==> config.mk <==
export PLATFORM = sky130hd
export DESIGN_NAME = pipe_hazard_ctrl
export DESIGN_NICKNAME = d
export VERILOG_FILES = /design/src/rtl/pipe_hazard_ctrl.sv
export SDC_FILE = /design/constraint.sdc
export NUM_CORES = 1
export LEC_CHECK = 0
export BUFFER_PORTS_ARGS = -buffer_cell sky130_fd_sc_hd__clkbuf_2
export CAP_MARGIN = 10
export CORE_MARGIN = 2
export CORE_UTILIZATION = 35
export CTS_CLUSTER_SIZE = 30
export DETAILED_ROUTE_END_ITERATION = 8
export HOLD_SLACK_MARGIN = 0.1
export SETUP_SLACK_MARGIN = 0.15
export SLEW_MARGIN = 20
export SYNTH_ARGS = -nofsm -noshare
export SYNTH_HDL_FRONTEND = slang
export SYNTH_SLANG_ARGS = --single-unit
==> constraint.sdc <==
create_clock -name clk -period 2.6 [get_ports clk]
set_clock_uncertainty 0.15 [all_clocks]
set_input_delay 0 -clock clk [delete_from_list [all_inputs] [get_ports clk]]
set_output_delay 0 -clock clk [all_outputs]
set_load 0.1 [all_outputs]
==> src/rtl/pipe_hazard_ctrl.sv <==
// ---------------------------------------------------------------------------
// pipe_hazard_ctrl
//
// Hazard and forwarding controller for a pipelined MIPS-style CPU. It sits
// beside the decode (RF) stage and shadows every in-flight instruction in
// the STAGES stages after decode (stage 1 = EX ... stage STAGES = WB). It
// raises load-use stalls, turns the EX slot into a bubble on stall or flush,
// and hands registered forwarding selects to EX.
//
// Build option:
//   PIPE_HAZARD_FWD_EN  defined   -> forwarding enabled; only a load that has
//                                    not yet reached stage LOAD_LAT stalls.
//                       undefined -> no forwarding; ex_fwd_a/ex_fwd_b are 0
//                                    and any in-flight producer of a source
//                                    stalls decode until it has retired.
//
// Parameters:
//   REG_AW   register address width
//   STAGES   number of tracked post-decode stages
//   LOAD_LAT load result is forwardable from stage >= LOAD_LAT (1..STAGES)
//   FWD_W    forwarding select width (STAGES < 2**FWD_W)
//   CNT_W    stall counter width
//
// Ports:
//   clk, rst_n           clock (rising edge), async active-low reset
//   id_valid             decode slot holds a real instruction
//   id_rs, id_rt         source registers
//   id_rs_used/rt_used   source is actually read
//   id_regwr, id_dst     instruction writes register id_dst
//   id_is_load           instruction is a load
//   flush                squash the decode slot
//   stall                hold PC and IF/RF this cycle (combinational)
//   ex_bubble            EX holds a bubble (registered)
//   ex_fwd_a, ex_fwd_b   forwarding selects for EX operands (registered);
//                        value k = producer in stage k+1 during EX, 0 = RF
//   stall_count          saturating count of stall cycles
// ---------------------------------------------------------------------------
module pipe_hazard_ctrl #(
  parameter int REG_AW   = 5,
  parameter int STAGES   = 3,
  parameter int LOAD_LAT = 2,
  parameter int FWD_W    = 2,
  parameter int CNT_W    = 16
) (
  input  logic              clk,
  input  logic              rst_n,
  input  logic              id_valid,
  input  logic [REG_AW-1:0] id_rs,
  input  logic [REG_AW-1:0] id_rt,
  input  logic              id_rs_used,
  input  logic              id_rt_used,
  input  logic              id_regwr,
  input  logic [REG_AW-1:0] id_dst,
  input  logic              id_is_load,
  input  logic              flush,
  output logic              stall,
  output logic              ex_bubble,
  output logic [FWD_W-1:0]  ex_fwd_a,
  output logic [FWD_W-1:0]  ex_fwd_b,
  output logic [CNT_W-1:0]  stall_count
);

  // Tracking array, index 0 holds stage 1 (EX).
  logic [STAGES-1:0] vld_q, vld_d;
  logic [STAGES-1:0] wr_q,  wr_d;
  logic [STAGES-1:0] ld_q,  ld_d;
  logic [REG_AW-1:0] dst_q [STAGES];
  logic [REG_AW-1:0] dst_d [STAGES];

  logic              ex_bubble_q, ex_bubble_d;
  logic [FWD_W-1:0]  fwd_a_q, fwd_a_d;
  logic [FWD_W-1:0]  fwd_b_q, fwd_b_d;
  logic [CNT_W-1:0]  cnt_q, cnt_d;

  logic [FWD_W-1:0]  win_a, win_b;
  logic              ldhz_a, ldhz_b;
  logic              hazard;
  logic              stall_int;
  logic              accept;

  // Decode-stage hazard detection
  always_comb begin
    win_a  = '0;
    win_b  = '0;
    ldhz_a = 1'b0;
    ldhz_b = 1'b0;
    // Scan oldest to youngest so the youngest matching producer wins.
    for (int k = STAGES - 1; k >= 0; k--) begin
      if (id_rs_used && (id_rs != '0) && vld_q[k] && wr_q[k] && (dst_q[k] == id_rs)) begin
        win_a  = FWD_W'(k + 1);
        ldhz_a = ld_q[k] && ((k + 1) < LOAD_LAT);
      end
      if (id_rt_used && (id_rt != '0) && vld_q[k] && wr_q[k] && (dst_q[k] == id_rt)) begin
        win_b  = FWD_W'(k + 1);
        ldhz_b = ld_q[k] && ((k + 1) < LOAD_LAT);
      end
    end
`ifdef PIPE_HAZARD_FWD_EN
    hazard = ldhz_a | ldhz_b;
`else
    // Without forwarding every producer blocks; a load-use hit is just a
    // special case of a producer hit.
    hazard = ldhz_a | ldhz_b | (win_a != '0) | (win_b != '0);
`endif
    // Flush squashes the slot, so it never needs to wait.
    stall_int = id_valid & ~flush & hazard;
    accept    = id_valid & ~flush & ~stall_int;
  end

  // Next state for the tracking array and EX-side registers
  always_comb begin
    vld_d    = '0;
    wr_d     = '0;
    ld_d     = '0;
    vld_d[0] = accept;
    wr_d[0]  = id_regwr;
    ld_d[0]  = id_is_load;
    dst_d[0] = id_dst;
    for (int k = 1; k < STAGES; k++) begin
      vld_d[k] = vld_q[k-1];
      wr_d[k]  = wr_q[k-1];
      ld_d[k]  = ld_q[k-1];
      dst_d[k] = dst_q[k-1];
    end

    ex_bubble_d = ~accept;
`ifdef PIPE_HAZARD_FWD_EN
    fwd_a_d = accept ? win_a : '0;
    fwd_b_d = accept ? win_b : '0;
`else
    fwd_a_d = '0;
    fwd_b_d = '0;
`endif

    cnt_d = cnt_q;
    if (stall_int && (cnt_q != {CNT_W{1'b1}})) begin
      cnt_d = cnt_q + 1'b1;
    end
  end

  // Stage boundary: decode -> stage 1, stage k -> stage k+1
  always_ff @(posedge clk or negedge rst_n) begin
    if (!rst_n) begin
      vld_q       <= '0;
      ex_bubble_q <= 1'b1;
      fwd_a_q     <= '0;
      fwd_b_q     <= '0;
      cnt_q       <= '0;
    end else begin
      vld_q       <= vld_d;
      ex_bubble_q <= ex_bubble_d;
      fwd_a_q     <= fwd_a_d;
      fwd_b_q     <= fwd_b_d;
      cnt_q       <= cnt_d;
    end
  end

  always_ff @(posedge clk) begin
    wr_q  <= wr_d;
    ld_q  <= ld_d;
    dst_q <= dst_d;
  end

  assign stall       = stall_int;
  assign ex_bubble   = ex_bubble_q;
  assign ex_fwd_a    = fwd_a_q;
  assign ex_fwd_b    = fwd_b_q;
  assign stall_count = cnt_q;

endmodule

## Yosys cells after proc, flatten, opt, wreduce, memory -nomap -nowiden

Index checks and enable logic that the tools add are counted.

- Flip-flop bits (word level): 39
- Input bits: 23
- Output and inout bits: 22
- Word-level logic and storage cells: 58

- Add/subtract/negate cells: 1
- Equal/unequal tests: 7
- Multiplexer cells: 8
- Bitwise gates (word level): 9
- Reductions and logical operators: 25

Operators by type and width:

| cell | count |
|---|---|
| $eq 5x5->1 | 6 |
| $logic_and 1x1->1 | 21 |
| $add 16x1->16 const B | 1 |
| $ne 16x16->1 const B | 1 |
| $mux 2 | 6 |
| $reduce_bool 5->1 | 2 |
| $reduce_bool 2->1 | 2 |
| $and 1x1->1 | 3 |
| $not 1->1 | 3 |
| $or 1x1->1 | 3 |
| $mux 1 | 2 |

## Depth between registers and ports, before layout

Gate-level depths: netlist (run 1).

- Depth after elaboration: 15
- Depth in mapped cells: 8
- Mapped depth without buffers: 7

## Worst setup path before layout (run 1)

No wires, ideal clock.

- Path kind: reg2out
- Start: register dst_q, in the netlist dst_d[3]
- End: output stall
- Data arrival time: 2.438 ns
- Data required time: 2.450 ns
- Slack: 0.012 ns
- Stages on the path, launching flop included: 7
- Path buffers: 0
- Cell sequence: dfxtp_1 -> xor2_1 -> nor4_2 -> nand4_1 -> a31oi_1 -> nor2_1 -> nor2_1

- Word-level cells in the longest chain between the ends: 8
- Elaborated cells between the ends (all ways): 13
- Those cells by class: 2 x eq/ne; 4 x mux; 3 x bitwise; 4 x reduce/logical

RTL lines:

| what | RTL line | RTL |
|---|---|---|
| from (decl) | 67 | `logic [REG_AW-1:0] dst_q [STAGES];` |
| from (signal assigned) | 161 | `dst_q <= dst_d;` |
| $eq 5x5->1 | 89 | `if (id_rs_used && (id_rs != '0) && vld_q[k] && wr_q[k] && (dst_q[k] == id_rs)) begin` |
| $logic_and 1x1->1 | 89 |  |
| $mux 2 (2 in a row) | 89 |  |
| $reduce_bool 2->1 | 103 | `hazard = ldhz_a \| ldhz_b \| (win_a != '0) \| (win_b != '0);` |
| $or 1x1->1 | 103 |  |
| $or 1x1->1 * | 103 |  |
| $and 1x1->1 * | 106 | `stall_int = id_valid & ~flush & hazard;` |
| to (decl) | 56 | `output logic stall,` |

Every way passes the cells marked *; elsewhere a longest branch is shown, timed or not.

## Final worst setup path (run 1)

- Start: register dst_q[2] (netlist bit)
- End: output stall

- Word-level cells in the longest chain between the ends: 9
- Elaborated cells between the ends (all ways): 15
- Those cells by class: 2 x eq/ne; 6 x mux; 3 x bitwise; 4 x reduce/logical

RTL lines:

| what | RTL line |
|---|---|
| $eq 5x5->1 | 89 |
| $logic_and 1x1->1 | 89 |
| $mux 2 (3 in a row) | 89 |
| $reduce_bool 2->1 | 103 |
| $or 1x1->1 | 103 |
| $or 1x1->1 * | 103 |
| $and 1x1->1 * | 106 |

Marked as above.

==> run summary, run 1 <==
Run status -> finished clean
TritonCTS clock tree -> done
Vias after detailed routing -> 1235
Buffers and inverters on the worst path -> 1
Placed Cells incl. Taps -> 243
Portion of netlist area occupied by mux cells -> 0.0133
Grt ovf -> 0
Reg clk slew, reported paths -> 70 ps
Category of the worst setup path capture point -> output pin
Root buffer selected by CTS -> clkbuf_8
Final core utilization -> 0.457
Aggregate global-route resource usage -> 0.135
Total die area -> 5420 µm²
Fmax -> 430 MHz
Final Hold Vio Count -> 0
Required time reported for the critical path endpoint -> 2450 ps
Effective utilization at floorplan -> 0.362
Cell-by-cell trace of the critical path -> xor2_1 > nor4_1 > nand4_1 > a31oi_2 > nor2_1 > nor2_2 > buf_2
Xor and xnor area share after synthesis -> 0.227
Dominant combinational cell family by area after synthesis -> XOR/XNOR gates
Count of clock tree sinks -> 38
Net switching component of the power -> 0.000322 W
Synth cell types -> 30
Detailed Route WL -> 3330 µm
Class of the tightest hold or removal check -> input pin to register
Power Dens Cells -> 546 nW/µm²
Number of rows in the core area -> 25
Number of DRC markers after the initial detailed-route iteration -> 33
Power, Total -> 0.00117 W
Layout net count -> 231
Pre-Repair DR Iteration Count -> 3
Total negative slack for setup checks -> 0 ps
Sequential fraction of design power -> 0.539
Cell area after technology mapping -> 1700 µm²
Vias per inst -> 4.71
Layout cells sized above 1 -> 0.313
Boundary pin count -> 45
Clock share of power -> 0.321
Compound-gate portion of the synthesized area -> 0.0251
Horiz. Die Dim -> 73.6 µm
Clock buffers created by TritonCTS -> 5
Period Utilization, post-route -> 0.894
Post-route minimum period -> 2320 ps
# setup viols final -> 0
Final GP Congestion -> 0.766
Wire length of the first global-routing pass -> 5490 µm
Final instance count without filler cells -> 262
DRC viols -> 0
Leak pwr -> 0.996 nW
Clock latency reported for the late side of the worst-skew pair -> 290 ps
Number of pins with negative max-slew slack in the final report -> 0
Measured slew at the worst slew-check pin -> 849 ps
Worst slew margin relative to its limit -> 0.432
Crit-path slowest cell -> buf_2
Max-cap violation count -> 0
Antenna violations before repair -> 0
Buffers on Ports -> 39
Buffers from clock root to sink, at most -> 2
Via count of the first global-routing pass -> 1224
Total number of H-tree levels -> 2
Post-synthesis cell count -> 151
Synth Area in Simple Gates -> 0.184
Highest ir drop seen on vdd -> 0.347 mV
Unrepaired setup endpoints after global routing -> yes
Switching portion of total power -> 0.275
CP Launch Type -> register
Per-cell routed wire length -> 12.7 µm
Pin count of the biggest net entering global routing -> 20
Arrival time of the worst setup path -> 2170 ps
Synth-to-Final Area Change -> 26.5%
Category of the most critical setup path -> register to output pin
Height of the die -> 73.6 µm
Critical path fanouts, max -> 3
Number of filler instances in the final layout -> 458
Sequential cell area fraction in the yosys report -> 0.508
Number of synthesized register bits -> 38
Number of post-CTS setup repair buffers -> 0
Yosys warns -> 0
Dominant delay contributor by cell family on the critical path -> simple AND/OR/NAND/NOR gates
Post-DP HPWL -> 2470 µm
Synth Area in Adders -> 0.00737
Remaining antenna violation count -> 0
Internal Power -> 0.000849 W
Dpl ws -> 317 ps
Gate power share -> 0.139
Avg Synthesized Cell Area -> 11.2 µm²
Core Footprint -> 4690 µm²
Delay of the slowest cell on the worst path -> 420 ps
Smallest setup slack after layout -> 275 ps
Ant. Diodes -> 0
==> layout by cell type (no fill, tap or decap), types with 3 or more instances in the layout <==
cell           netlist  layout
inv_1                4       4
nor3_2               4       4
nand4_1             10      10
nor4_1               7       7
xor2_1              37      37
xnor2_1              7       7
nor4_2               3       3
nand3_1              5       5
conb_1               1       4
nand2_1              5       5
clkbuf_2             0      38
nor3_1               3       3
nor2_1               7       6
clkbuf_8             0       5
dfxtp_1             18      18
dfrtp_2              0       7
dlygate4sd3_1        0      11
dfrtp_1             19      12
==> cell usage after synthesis (all sizes together) <==
cell / instances / area, µm²
dfrtp: 19 / 475
nand2b: 1 / 6.26
a21oi: 1 / 5.00
and3: 1 / 6.26
or3: 1 / 6.26
nand2: 5 / 18.8
dfstp: 1 / 26.3
and4: 1 / 8.76
a31oi: 2 / 18.8
nand4: 10 / 62.6
nor4: 10 / 81.3
buf: 5 / 41.3
dfxtp: 18 / 360
mux2: 2 / 22.5
nor3: 7 / 55.1
nand3: 5 / 25.0
o21ai: 3 / 18.8
xor2: 37 / 324
nor2: 7 / 26.3
xnor2: 7 / 61.3
inv: 4 / 15.0
ha: 1 / 12.5
or4: 2 / 15.0
conb: 1 / 3.75
==> layer usage <==
layer / global-route usage / routed length [µm]
met5: 0 / 0
met4: 0.0606 / 47
met3: 0.0329 / 160
met2: 0.213 / 1530
met1: 0.173 / 1590
==> cell families (layout without fill, tap and decap cells) <==
kind of cell,count (synthesis),after routing
other cells,1,4
buf+inv,9,63
simple gates,50,50
xor+xnor,44,44
mux,2,2
compound gates,6,6
flops,38,38
fa+ha+maj,1,1
==> layout make-up <==
class                      instances  area [µm²]  share of cell area
inverter                           4        15.0             0.00700
sequential                        38         871               0.406
clock buffer                       6        72.6              0.0338
timing repair buffer              51         313               0.146
clock inverter                     2        8.76             0.00408
tap                               54        67.6              0.0315
multi-input combinational        107         798               0.372
==> power groups by stage <==
stage / sequential (W) / combinational (W) / clock, W
CTS: 0.000632 / 0.000164 / 0.000390
global placement: 0.000644 / 0.000150 / 0
finish: 0.000632 / 0.000163 / 0.000376
global route: 0.000635 / 0.000177 / 0.000420
detailed placement: 0.000644 / 0.000151 / 0
floorplan: 0.000675 / 0.0000766 / 0
==> repair_timing <==
item	4_1_cts	5_1_grt
hold buffers	11	0
setup endpoints to repair	0	5
resized for setup	0	2
endpoints found under the hold margin	29	0
==> metrics by stage <==
| step | instance area, µm² | hold slack, ps |
|---|---|---|
| 2_1_floorplan | 1720 | -446 |
| 3_3_place_gp | 1950 | -160 |
| 3_5_place_dp | 1950 | -162 |
| 4_1_cts | 2140 | 104 |
| 5_1_grt | 2150 | 120 |
| 6_report | 2150 | 90.1 |
==> flip-flops by register name (all words and copies together) (netlist names) <==
register and cells:
stall_count 16, dst_d 10, dst_q 5, vld_q 3, wr_q 3, ex_bubble 1
==> worst paths after layout <==
path,start,end,slack (ps),cells past startpoint
max,dst_q[2]$_DFF_P_,stall,280,7
min,flush,stall_count[14]$_DFFE_PN0P_,90,4
max reg2reg,dst_q[2]$_DFF_P_,stall_count[13]$_DFFE_PN0P_,300,7
min reg2reg,wr_q[1]$_DFF_P_,wr_q[2]$_DFF_P_,230,0
max in group asynchronous,rst_n,stall_count[0]$_DFFE_PN0P_,390,4
min in group asynchronous,rst_n,ex_bubble$_DFF_PN1_,600,3
==> worst reg2reg max path, stage by stage (launching register included) <==
cell and delay [ps]:
dfxtp_1 330, xor2_1 150, nor4_1 360, nand4_1 160, a31oi_2 250, o21ai_2 260
nor4_1 390, xor2_1 180
Power figures use the tool's default switching activity.
==> run 2: changes to the inputs <==
--- a/config.mk
+++ b/config.mk
@@ -12,6 +12,7 @@
 export CTS_CLUSTER_SIZE = 30
 export DETAILED_ROUTE_END_ITERATION = 8
 export HOLD_SLACK_MARGIN = 0.1
+export REMOVE_ABC_BUFFERS = 1
 export SETUP_SLACK_MARGIN = 0.15
 export SLEW_MARGIN = 20
 export SYNTH_ARGS = -nofsm -noshare
==> run summary, run 2 (same netlist as run 1, synthesis figures left out) <==
Run status -> finished clean
Met1 global-route usage -> 0.177 (+0.00442)
Max-cap violation count -> 0 (unchanged)
Total die area -> 5420 µm² (unchanged)
Power Dens Cells -> 551 nW/µm² (+0.99%)
Number of pins with negative max-slew slack in the final report -> 0 (unchanged)
Measured slew at the worst slew-check pin -> 544 ps (-305 ps)
Class of the tightest hold or removal check -> input pin to register
Layout net count -> 230 (-0.43%)
Number of rows in the core area -> 25 (unchanged)
Number of filler instances in the final layout -> 451 (-1.5%)
# setup viols final -> 0 (unchanged)
Total number of H-tree levels -> 2 (unchanged)
Buffers on Ports -> 39 (unchanged)
Height of the die -> 73.6 µm (unchanged)
Grt met3 use -> 0.0370 (+0.00412)
Worst slew margin relative to its limit -> 0.639 (+0.207)
Horiz. Die Dim -> 73.6 µm (unchanged)
Effective utilization at floorplan -> 0.362 (unchanged)
Ant. Diodes -> 0 (unchanged)
Vias after detailed routing -> 1240 (+0.40%)
Buffers and inverters on the worst path -> 1 (unchanged)
Post-DP HPWL -> 2430 µm (-1.5%)
Category of the worst setup path capture point -> output pin
Clock share of power -> 0.328 (+0.007)
Most frequent standard cell in the layout excluding fill and tap cells -> clkbuf_2
CP Launch Type -> register
Antenna violations before repair -> 0 (unchanged)
DRC viols -> 0 (unchanged)
Top library cells by usage in the layout, fill and taps aside -> clkbuf_2 (38), xor2_1 (37), dfrtp_1 (19), dfxtp_1 (18), dlygate4sd3_1 (11)
Most numerous cell on the critical path -> nor2_1
Vias per inst -> 4.75 (+0.79%)
Final cell area excluding filler cells -> 2140 µm² (-0.18%)
Final Hold Vio Count -> 0 (unchanged)
Pin count of the biggest net entering global routing -> 20 (unchanged)
Switching portion of total power -> 0.276 (+0.00100)
Smallest setup slack after layout -> 315 ps (+39.5 ps)
Pre-Repair DR Iteration Count -> 4 (+1)
Final GP Congestion -> 0.801 (+4.5%)
M2 GR Usage -> 0.221 (+0.00794)
Period Utilization, post-route -> 0.879 (-0.0152)
Dpl ws -> 322 ps (+5.24 ps)
Sequential fraction of design power -> 0.534 (-0.005)
Core Footprint -> 4690 µm² (unchanged)
Net switching component of the power -> 0.000326 W (+1.2%)
Required time reported for the critical path endpoint -> 2450 ps (about the same)
Reg clk slew, reported paths -> 70 ps (about the same)
Per-cell routed wire length -> 12.6 µm (-0.67%)
Fmax -> 438 MHz (+1.7%)
Synth-to-Final Area Change -> 26.3%
TritonCTS clock tree -> done
Critical path fanouts, max -> 3 (unchanged)
Layout cells sized above 1 -> 0.271 (-0.0420)
Category of the most critical setup path -> register to output pin
Detailed Route WL -> 3290 µm (-1.1%)
Buffers from clock root to sink, at most -> 2 (unchanged)
Count of clock tree sinks -> 38 (unchanged)
Via count of the first global-routing pass -> 1212 (-0.98%)
Final core utilization -> 0.457 (-0.000800)
Remaining antenna violation count -> 0 (unchanged)
Crit-path slowest cell -> dfxtp_1
Flip-flop count of the largest register, all copies and words added -> 16 (unchanged)
Dominant delay contributor by cell family on the critical path -> simple AND/OR/NAND/NOR gates
Number of DRC markers after the initial detailed-route iteration -> 66 (+100%)
Leak pwr -> 1.00 nW (+0.45%)
Layer with the highest usage -> met2
Delay of the slowest cell on the worst path -> 340 ps (-80 ps)
Internal Power -> 0.000854 W (+0.67%)
Grt ovf -> 0 (unchanged)
Post-route minimum period -> 2290 ps (-39.5 ps)
Unrepaired setup endpoints after global routing -> no
Clock latency reported for the late side of the worst-skew pair -> 290 ps (about the same)
Arrival time of the worst setup path -> 2140 ps (-30 ps)
Total negative slack for setup checks -> 0 ps (unchanged)
Aggregate global-route resource usage -> 0.140 (+0.00547)
Gate power share -> 0.138 (about the same)
Number of post-CTS setup repair buffers -> 0 (unchanged)
Root buffer selected by CTS -> clkbuf_8
Area after detailed placement -> 1930 µm² (-0.96%)
Clock buffers created by TritonCTS -> 5 (unchanged)
Cell-by-cell trace of the critical path -> xor2_1 > nor4_1 > nand4_1 > a31oi_2 > nor2_1 > nor2_1 > clkbuf_4
Boundary pin count -> 45 (unchanged)
Wire length of the first global-routing pass -> 5570 µm (+1.5%)
Highest ir drop seen on vdd -> 0.364 mV (+4.8%)
run 2: worst min-delay path, stage by stage:
cell      delay, ps
clkbuf_2         70
o21ai_1          80
a31oi_2         270
or3_1           170
run 2: what timing repair did:
| action | 4_1_cts | 5_1_grt |
|---|---|---|
| hold endpoints to repair | 30 | 0 |
| setup endpoints to repair | 0 | 24 |
| resized for setup | 0 | 5 |
| hold buffers | 12 | 0 |
run 2: metrics by stage:
stage	total power, W	hold slack, ps	std cells
4_1_cts	0.00120	130	262
5_1_grt	0.00124	192	261
3_3_place_gp	0.000792	-162	242
2_1_floorplan	0.000746	-446	149
3_5_place_dp	0.000794	-153	242
6_report	0.00118	197	261
run 2: layout make-up:
type	instances	area, µm²	share of cell area
flip-flops and latches	38	862	0.402
well taps	54	67.6	0.0315
inverters	4	15.0	0.00701
multi-input cells	107	810	0.378
clock buffers	8	80.1	0.0374
repair buffers	50	308	0.144
run 2: per-layer routing:
metal  vias to the layer above  share of wire
met2                        41           0.46
li1                        628              -
met5                         -              0
met1                       563           0.47
met3                         8          0.054
met4                         0          0.022
run 2: final timing paths:
check / end / slack (ps) / startpoint / cells past startpoint
max: stall / 310 / dst_d[8]$_DFF_P_ / 7
max in group asynchronous: ex_bubble$_DFF_PN1_ / 1320 / rst_n / 3
max reg2reg: stall_count[12]$_DFFE_PN0P_ / 400 / dst_d[8]$_DFF_P_ / 7
min in group asynchronous: stall_count[4]$_DFFE_PN0P_ / 610 / rst_n / 3
min: ex_bubble$_DFF_PN1_ / 200 / id_rt_used / 4
min reg2reg: wr_q[1]$_DFF_P_ / 230 / wr_q[0]$_DFF_P_ / 0
run 2: power groups by stage:
stage,Combinational [W],Clock [W],Sequential (W)
after detailed placement,0.000151,0,0.000643
final,0.000163,0.000387,0.000630
after floorplan,0.0000716,0,0.000674
after global placement,0.000149,0,0.000643
after global routing,0.000177,0.000424,0.000634
after CTS,0.000166,0.000399,0.000631
==> run 3: changes to the inputs <==
--- a/config.mk
+++ b/config.mk
@@ -9,6 +9,7 @@
 export CAP_MARGIN = 10
 export CORE_MARGIN = 2
 export CORE_UTILIZATION = 35
+export CTS_BUF_LIST = sky130_fd_sc_hd__clkbuf_8
 export CTS_CLUSTER_SIZE = 30
 export DETAILED_ROUTE_END_ITERATION = 8
 export HOLD_SLACK_MARGIN = 0.1
==> run summary, run 3 (same netlist as run 1, synthesis figures left out) <==
Layout net count -> 230 (unchanged)
Post-route minimum period -> 2290 ps (+0.284 ps)
Category of the most critical setup path -> register to output pin
Switching portion of total power -> 0.279 (+0.00323)
Sequential fraction of design power -> 0.539 (+0.005)
Layout cells sized above 1 -> 0.271 (unchanged)
Total number of H-tree levels -> 2 (unchanged)
DRC viols -> 0 (unchanged)
Number of rows in the core area -> 25 (unchanged)
Cell-by-cell trace of the critical path -> xor2_1 > nor4_1 > nand4_1 > a31oi_2 > nor2_1 > nor2_1 > clkbuf_4
Met1 global-route usage -> 0.177 (unchanged)
Detailed Route WL -> 3290 µm (unchanged)
Critical path fanouts, max -> 3 (unchanged)
Crit-path slowest cell -> dfxtp_1
Most numerous cell on the critical path -> nor2_1
Pre-Repair DR Iteration Count -> 4 (unchanged)
Post-DP HPWL -> 2430 µm (unchanged)
Layer with the highest usage -> met2
Category of the worst setup path capture point -> output pin
Final Hold Vio Count -> 0 (unchanged)
Buffers from clock root to sink, at most -> 2 (unchanged)
Top library cells by usage in the layout, fill and taps aside -> clkbuf_2 (38), xor2_1 (37), dfrtp_1 (19), dfxtp_1 (18), dlygate4sd3_1 (11)
Boundary pin count -> 45 (unchanged)
Core Footprint -> 4690 µm² (unchanged)
Net switching component of the power -> 0.000327 W (+0.21%)
Total negative slack for setup checks -> 0 ps (unchanged)
Remaining antenna violation count -> 0 (unchanged)
Destination of the worst hold path -> ex_bubble$_DFF_PN1_
R2R Path Start -> dst_d[8]$_DFF_P_
Per-cell routed wire length -> 12.6 µm (unchanged)
Final GP Congestion -> 0.801 (unchanged)
Clock share of power -> 0.321 (-0.007)
Via count of the first global-routing pass -> 1212 (unchanged)
Aggregate global-route resource usage -> 0.140 (unchanged)
Power Dens Cells -> 546 nW/µm² (-0.94%)
Reg2Reg Depth -> 7 (unchanged)
Clock latency reported for the late side of the worst-skew pair -> 290 ps (about the same)
Count of clock tree sinks -> 38 (unchanged)
Fmax -> 438 MHz (about the same)
Clock buffers created by TritonCTS -> 5 (unchanged)
Vias per inst -> 4.75 (about the same)
Period Utilization, post-route -> 0.879 (about the same)
Number of post-CTS setup repair buffers -> 0 (unchanged)
Highest ir drop seen on vdd -> 0.365 mV (+0.33%)
Internal Power -> 0.000843 W (-1.4%)
Most frequent standard cell in the layout excluding fill and tap cells -> clkbuf_2
Vias after detailed routing -> 1241 (+0.081%)
Number of pins with negative max-slew slack in the final report -> 0 (unchanged)
Arrival time of the worst setup path -> 2140 ps (about the same)
Effective utilization at floorplan -> 0.362 (unchanged)
# setup viols final -> 0 (unchanged)
Horiz. Die Dim -> 73.6 µm (unchanged)
Height of the die -> 73.6 µm (unchanged)
Worst reg2reg endpoint -> stall_count[12]$_DFFE_PN0P_
Pin count of the biggest net entering global routing -> 20 (unchanged)
Root buffer selected by CTS -> clkbuf_8
Unrepaired setup endpoints after global routing -> no
Hold Path Depth -> 4 (unchanged)
Delay of the slowest cell on the worst path -> 340 ps (about the same)
Grt met3 use -> 0.0370 (unchanged)
Buffers on Ports -> 39 (unchanged)
Measured slew at the worst slew-check pin -> 544 ps (+0.0000596 ps)
Reg clk slew, reported paths -> 70 ps (about the same)
Crit. Startpoint -> dst_d[8]$_DFF_P_
Run status -> finished clean
Class of the tightest hold or removal check -> input pin to register
Power, Total -> 0.00117 W (-0.94%)
TritonCTS clock tree -> done
M2 GR Usage -> 0.221 (unchanged)
Worst slew margin relative to its limit -> 0.639 (unchanged)
Max-cap violation count -> 0 (unchanged)
Ant. Diodes -> 0 (unchanged)
Gate power share -> 0.139 (about the same)
Leak pwr -> 1.01 nW (+1.2%)
Worst Min Path Start -> id_rt_used
Wire length of the first global-routing pass -> 5570 µm (unchanged)
CP Launch Type -> register
Grt ovf -> 0 (unchanged)
Number of DRC markers after the initial detailed-route iteration -> 61 (-7.6%)
Antenna violations before repair -> 0 (unchanged)
Required time reported for the critical path endpoint -> 2450 ps (about the same)
Synth-to-Final Area Change -> 26.3% (unchanged)
Slack of the worst reg-to-reg path -> 390 ps (about the same)
Flip-flop count of the largest register, all copies and words added -> 16 (unchanged)
Total die area -> 5420 µm² (unchanged)
==> run 3: area by class of cell <==
| cell class | count | area, µm² |
|---|---|---|
| inverter | 4 | 15.0 |
| multi-input combinational | 107 | 810 |
| clock buffer | 5 | 68.8 |
| fill | 451 | 2550 |
| clock inverter | 3 | 11.3 |
| timing repair buffer | 50 | 308 |
| sequential | 38 | 862 |
| tap | 54 | 67.6 |
==> run 3: through the flow <==
| step | hold WS (ps) | setup WS (ps) | cells | util | cell area, µm² |
|---|---|---|---|---|---|
| after floorplan | -446 | 12.0 | 149 | - | 1670 |
| after global placement | -162 | 329 | 242 | 0.411 | 1930 |
| final | 198 | 315 | 261 | 0.457 | 2140 |
| after global routing | 192 | 143 | 261 | 0.457 | 2140 |
| after detailed placement | -153 | 322 | 242 | 0.411 | 1930 |
| after CTS | 130 | 209 | 262 | 0.454 | 2130 |
==> run 3: power by group through the flow <==
stage	Clock, W	Sequential [W]	Combinational [W]
global placement	0	0.000643	0.000149
floorplan	0	0.000674	0.0000716
global route	0.000414	0.000634	0.000177
finish	0.000376	0.000630	0.000163
detailed placement	0	0.000643	0.000151
CTS	0.000388	0.000631	0.000166
==> run 3: how the worst max path moves through the flow <==
stage                     slack [ps]  cells after the start                           to
after floorplan                   10                      6                        stall
after global placement           330                      7  stall_count[11]$_DFFE_PN0P_
after detailed placement         320                      7  stall_count[11]$_DFFE_PN0P_
after CTS                        210                      7                        stall
after global routing             140                      7                        stall
final                            310                      7                        stall
==> run 3: layer usage <==
| metal | share of wire | up-vias |
|---|---|---|
| met3 | 0.054 | 8 |
| met1 | 0.46 | 564 |
| met2 | 0.46 | 41 |
| met5 | 0 | - |
| met4 | 0.022 | 0 |
| li1 | - | 628 |
==> run 3: what timing repair did <==
item	CTS	global route
hold buffers	12	0
setup endpoints to repair	0	23
resized for setup	0	5
hold endpoints to repair	30	0
==> run 3: critical path, delay by kind of cell, from the launching register on <==
family                 cells  cell delay [ps]
AO/OA/AOI/OAI              1              270
XOR/XNOR                   1              170
buffers and inverters      1              340
flip-flops                 1              340
AND/OR/NAND/NOR            4              750
